## config.mk

```make
export PLATFORM = sky130hd
export DESIGN_NAME = fft_frame_loader
export DESIGN_NICKNAME = d
export VERILOG_FILES = /design/src/rtl/fft_frame_loader.sv
export SDC_FILE = /design/constraint.sdc
export NUM_CORES = 1
export LEC_CHECK = 0
export ABC_CLOCK_PERIOD_IN_PS = 16149
export CORE_MARGIN = 1
export CORE_UTILIZATION = 59
export DETAILED_ROUTE_END_ITERATION = 6
export GPL_TIMING_DRIVEN = 0
export PLACE_DENSITY = 0.91
export SLEW_MARGIN = 20
export SYNTH_ARGS = -nofsm -noshare
export SYNTH_HDL_FRONTEND = slang
export SYNTH_SLANG_ARGS = --single-unit
```

## constraint.sdc

```tcl
create_clock -name clk -period 16.15 [get_ports clk]
set_clock_uncertainty 0.15 [all_clocks]
set_input_delay 3.23 -clock clk [delete_from_list [all_inputs] [get_ports clk]]
set_output_delay 3.23 -clock clk [all_outputs]
set_load 0.01 [all_outputs]
```

## src/rtl/fft_frame_loader.sv

```systemverilog
// rtl/fft_frame_loader.sv - ping-pong sample-to-frame packer driving the FFT start/done handshake
// One bank fills from the sample stream while the other is held on frame_r for the FFT.
module fft_frame_loader #(
  parameter int SAMPLE_W = 32,
  parameter int N_POINTS = 4
) (
  input  logic                         clk,
  input  logic                         rst,
  input  logic                         s_valid,
  input  logic [SAMPLE_W-1:0]          s_data,
  output logic                         s_ready,
  output logic [N_POINTS*SAMPLE_W-1:0] frame_r,
  output logic                         fft_start,
  input  logic                         fft_done,
  output logic                         busy,
  output logic [15:0]                  frame_cnt
);

  localparam int FRAME_W = N_POINTS * SAMPLE_W;
  localparam int IDX_W   = (N_POINTS > 1) ? $clog2(N_POINTS) : 1;
  localparam logic [IDX_W-1:0] LAST_IDX = IDX_W'(N_POINTS - 1);

  typedef enum logic [1:0] {IDLE, RUN, RELEASE} state_t;

  state_t              r_state;
  logic [1:0]          r_bank_full;
  logic                r_fill_bank;
  logic                r_launch_bank;
  logic [IDX_W-1:0]    r_wr_idx;
  logic [SAMPLE_W-1:0] r_bank [2][N_POINTS];
  logic [FRAME_W-1:0]  r_frame;
  logic                r_fft_start;
  logic                r_busy;
  logic [15:0]         r_frame_cnt;

  logic                w_accept;
  logic                w_last;
  logic                w_free;
  logic [1:0]          w_set;
  logic [1:0]          w_clr;
  logic [FRAME_W-1:0]  w_launch_frame;

  assign s_ready   = !r_bank_full[r_fill_bank];
  assign w_accept  = s_valid && s_ready;
  assign w_last    = w_accept && (r_wr_idx == LAST_IDX);
  assign w_free    = (r_state == RUN) && fft_done;
  assign w_set     = {w_last && r_fill_bank, w_last && !r_fill_bank};
  assign w_clr     = {w_free && r_launch_bank, w_free && !r_launch_bank};

  assign frame_r   = r_frame;
  assign fft_start = r_fft_start;
  assign busy      = r_busy;
  assign frame_cnt = r_frame_cnt;

  always_comb begin
    w_launch_frame = '0;
    for (int k = 0; k < N_POINTS; k++) begin
      w_launch_frame[k*SAMPLE_W +: SAMPLE_W] = r_bank[r_launch_bank][k];
    end
  end

  // Sample storage needs no reset: a bank is only read once its full flag is set.
  always_ff @(posedge clk) begin
    if (w_accept) begin
      r_bank[r_fill_bank][r_wr_idx] <= s_data;
    end
  end

  // Fill and free always target different banks, so set and clear never collide.
  always_ff @(posedge clk or posedge rst) begin
    if (rst) begin
      r_bank_full <= 2'b00;
      r_fill_bank <= 1'b0;
      r_wr_idx    <= '0;
    end else begin
      r_bank_full <= (r_bank_full & ~w_clr) | w_set;
      if (w_accept) begin
        if (w_last) begin
          r_wr_idx    <= '0;
          r_fill_bank <= !r_fill_bank;
        end else begin
          r_wr_idx <= r_wr_idx + 1'b1;
        end
      end
    end
  end

  always_ff @(posedge clk or posedge rst) begin
    if (rst) begin
      r_state       <= IDLE;
      r_launch_bank <= 1'b0;
      r_frame       <= '0;
      r_fft_start   <= 1'b0;
      r_busy        <= 1'b0;
      r_frame_cnt   <= 16'h0000;
    end else begin
      case (r_state)
        IDLE: begin
          if (r_bank_full[r_launch_bank]) begin
            r_state     <= RUN;
            r_frame     <= w_launch_frame;
            r_fft_start <= 1'b1;
            r_busy      <= 1'b1;
          end
        end
        RUN: begin
          if (fft_done) begin
            r_state       <= RELEASE;
            r_fft_start   <= 1'b0;
            r_launch_bank <= !r_launch_bank;
            r_frame_cnt   <= r_frame_cnt + 16'd1;
          end
        end
        RELEASE: begin
          // Holding here until done drops keeps a level-style done from relaunching.
          if (!fft_done) begin
            r_state <= IDLE;
            r_busy  <= 1'b0;
          end
        end
        default: begin
          r_state     <= IDLE;
          r_fft_start <= 1'b0;
          r_busy      <= 1'b0;
        end
      endcase
    end
  end

endmodule
```

==> impl_metrics.env <==
export IMPL_postCtsSetupRepairBufs=0
export IMPL_drive_above_1_share_pct=10.6
export IMPL_grt_pass1_wl_mm=53.6
export IMPL_cts_buffers=40
export IMPL_grt_ovfl_total=0
export IMPL_nNetsFinal=1213
export IMPL_post_route_min_period_ns=5.54
export IMPL_synth_simple_area_share_pct=5.01
export IMPL_post_dp_hpwl_mm=22.7
export IMPL_gp_congestion=0.773
export IMPL_antenna_diode_count=0
export IMPL_crit_fanout=7
export IMPL_hold_viol=0
export IMPL_die_y_um=160
export IMPL_slowest_delay_ns=0.60
export IMPL_tns_ns=0
export IMPL_worst_pin_slew_ns=1.06
export IMPL_place_area_um2=17300
export IMPL_synth_top_cell_area_share_pct=52.1
export IMPL_synth_compound_area_share_pct=4.66
export IMPL_die_w_um=160
export IMPL_utilization_pct=76.0
export IMPL_vias=8873
export IMPL_setup_viol=0
export IMPL_netlist_top_cell_by_area="edfxtp_1"
export IMPL_fmax_mhz=180
export IMPL_io_pins=183
export IMPL_period_share_pct=34.3
export IMPL_crit_chain="clkbuf_1, mux2i_1, clkdlybuf4s50_1"
export IMPL_first_iter_violations=814
export IMPL_area_growth_pct=25.8
export IMPL_post_place_ws_ns=10.55
export IMPL_cp_start_kind="flip-flop"
export IMPL_fp_coreArea_um2=24400
export IMPL_ff2ff_path_depth=5
export IMPL_p_total_mw=3.71
export IMPL_critical_path_class="flip-flop to output port"
export IMPL_synthAdderAreaFrac_pct=0.424
export IMPL_grt_max_degree=94
export IMPL_cts_sinks=410
export IMPL_yosysWarnings=0
export IMPL_synth_mux_area_share_pct=8.98
export IMPL_cts_max_level=2
export IMPL_final_cell_area_um2=18500
export IMPL_holdPathStages=1
export IMPL_peakVddDrop_mv=0.134
export IMPL_synth_xor_xnor_area_share_pct=1.01
export IMPL_final_max_slew_viol_count=0
export IMPL_setup_slack_ns=10.61
export IMPL_antenna_found_initial=0
export IMPL_cts_tree="yes"
export IMPL_yosysMostFrequentCell="edfxtp_1"
export IMPL_drt_pass1_iter_count=5
export IMPL_fin_cells=1526
export IMPL_syn_nets=970
export IMPL_p_per_area_nw_per_um2=200
export IMPL_path_clk_slew_ns=0.06
export IMPL_drc=0
export IMPL_status="finished, final reports clean"
export IMPL_drtAntennaViolNets=0
export IMPL_cp_end_kind="output port"
export IMPL_cts_root_buf="clkbuf_16"
export IMPL_synthCells=929
export IMPL_relSlewSlack_pct=29.6
export IMPL_track_usage_pct=28.1
export IMPL_syn_mean_instance_area_um2=15.9
export IMPL_cts_resized=0
export IMPL_ys_ff_latch=410
export IMPL_die_area_um2=25600
export IMPL_cp_arrival_ns=2.16
export IMPL_start_util_pct=60.5
export IMPL_numPortBuffers=182
export IMPL_holdWs_ns=0.321
export IMPL_via_per_inst=5.81
export IMPL_seq_area_frac_synth_pct=78.3
export IMPL_num_fill_cells=1375
export IMPL_crit_slowest_cell="clkdlybuf4s50_1"
export IMPL_synth_top_family_by_area="multiplexers"
export IMPL_cp_required_ns=12.77
export IMPL_ys_flop_type="edfxtp_1"
export IMPL_grt_pass1_vias=9389
export IMPL_p_leak_nw=7.19
export IMPL_clock_latency_ns=0.52
export IMPL_synth_cell_types=31
export IMPL_ctsHoldBuffers=0
export IMPL_synth_area_top_cells="edfxtp_1 52%, dfrtp_1 26%, mux2i_1 8.8%, a21oi_1 4.4%, nor2_1 3.6%"
export IMPL_num_rows=57
export IMPL_synthArstFlopShare_pct=37.6
export IMPL_wl_mm=35.3
export IMPL_placed_cells=1454
export IMPL_clockBufferDepth=3
export IMPL_holdCritPathClass="flip-flop to flip-flop"
export IMPL_wl_per_cell_um=23.1
export IMPL_rrSetupSlack_ns=13.65
export IMPL_maxCapViolCount=0
export IMPL_netlist_area_um2=14700
export IMPL_ys_top_cells_by_count="256 x edfxtp_1, 154 x dfrtp_1, 141 x nor2_1"
export IMPL_synth_edf_count=256
export IMPL_grt_setup_unrepaired="no"
[path summary, 6_finish.rpt]
kind	to	from
max in group asynchronous	frame_r[96]	rst
worst max register to register	r_bank[0][3]	r_wr_idx[0]
worst max-delay path	s_ready	r_fill_bank
min in group asynchronous	frame_r[108]	rst
worst min register to register	frame_cnt[15]	frame_cnt[15]
worst min-delay path	frame_cnt[15]	frame_cnt[15]
[kinds of logic (layout without fill, tap and decap cells)]
logic type	after synthesis	count (layout)
xor+xnor	17	17
buf+inv	51	324
mux	132	132
fa+ha+maj	5	5
flops	410	410
compound gates	135	135
simple gates	179	179
[registers in the layout, indices dropped and copies added (netlist names)]
register and count:
busy 1, fft_start 1, frame_cnt 16, frame_r 128, r_bank 256, r_bank_full 2, r_fill_bank 1, r_launch_bank 1
r_state 2, r_wr_idx 2
[cell usage in the layout, fill, tap and decap left out, types with 3 or more instances in the layout]
cell	instances
edfxtp_1	256
clkdlybuf4s50_1	182
dfrtp_1	154
nor2_1	137
mux2i_1	130
a21oi_1	129
clkbuf_16	41
buf_2	38
clkbuf_1	18
nand2_1	13
buf_4	12
xnor2_1	10
clkbuf_8	10
xor2_1	7
nor3_2	5
ha_1	5
inv_1	4
nor2_4	4
clkinv_1	4
nand4_1	3
nor3_1	3
nand2b_1	3
a21o_1	3
buf_16	3
buf_6	3
[worst max-delay path, delay by kind of cell, from the launching register on]
kind                   cells  cell delay, ns
buffers and inverters      2            0.96
muxes                      1            0.36
DFF                        1            0.33
[report_power, final]
part	switching [mW]	internal, mW
registers	0.162	1.38
logic	0.697	0.566
clock network	0.374	0.529
[layer usage]
metal / up-vias / wire, um / global-route usage (%) / share of wire (%)
li1: 3844 / - / - / -
met1: 4525 / 13900 / 36.8 / 39
met2: 420 / 17900 / 47.6 / 51
met3: 84 / 2320 / 4.39 / 6.6
met4: 0 / 1230 / 11.3 / 3.5
met5: - / 0 / 0 / 0
[layout make-up]
class                           count  area, um^2  share of cell area [%]
Sequential cell                   410       11500                    62.2
Multi-Input combinational cell    468        3010                    16.2
Timing Repair Buffer              201        2060                    11.1
Clock buffer                       64        1210                    6.54
Tap cell                          324         405                    2.19
Buffer                             46         224                    1.21
Clock inverter                      8        62.6                   0.337
Inverter                            5        26.3                   0.142
Power figures use the tool's default switching activity.
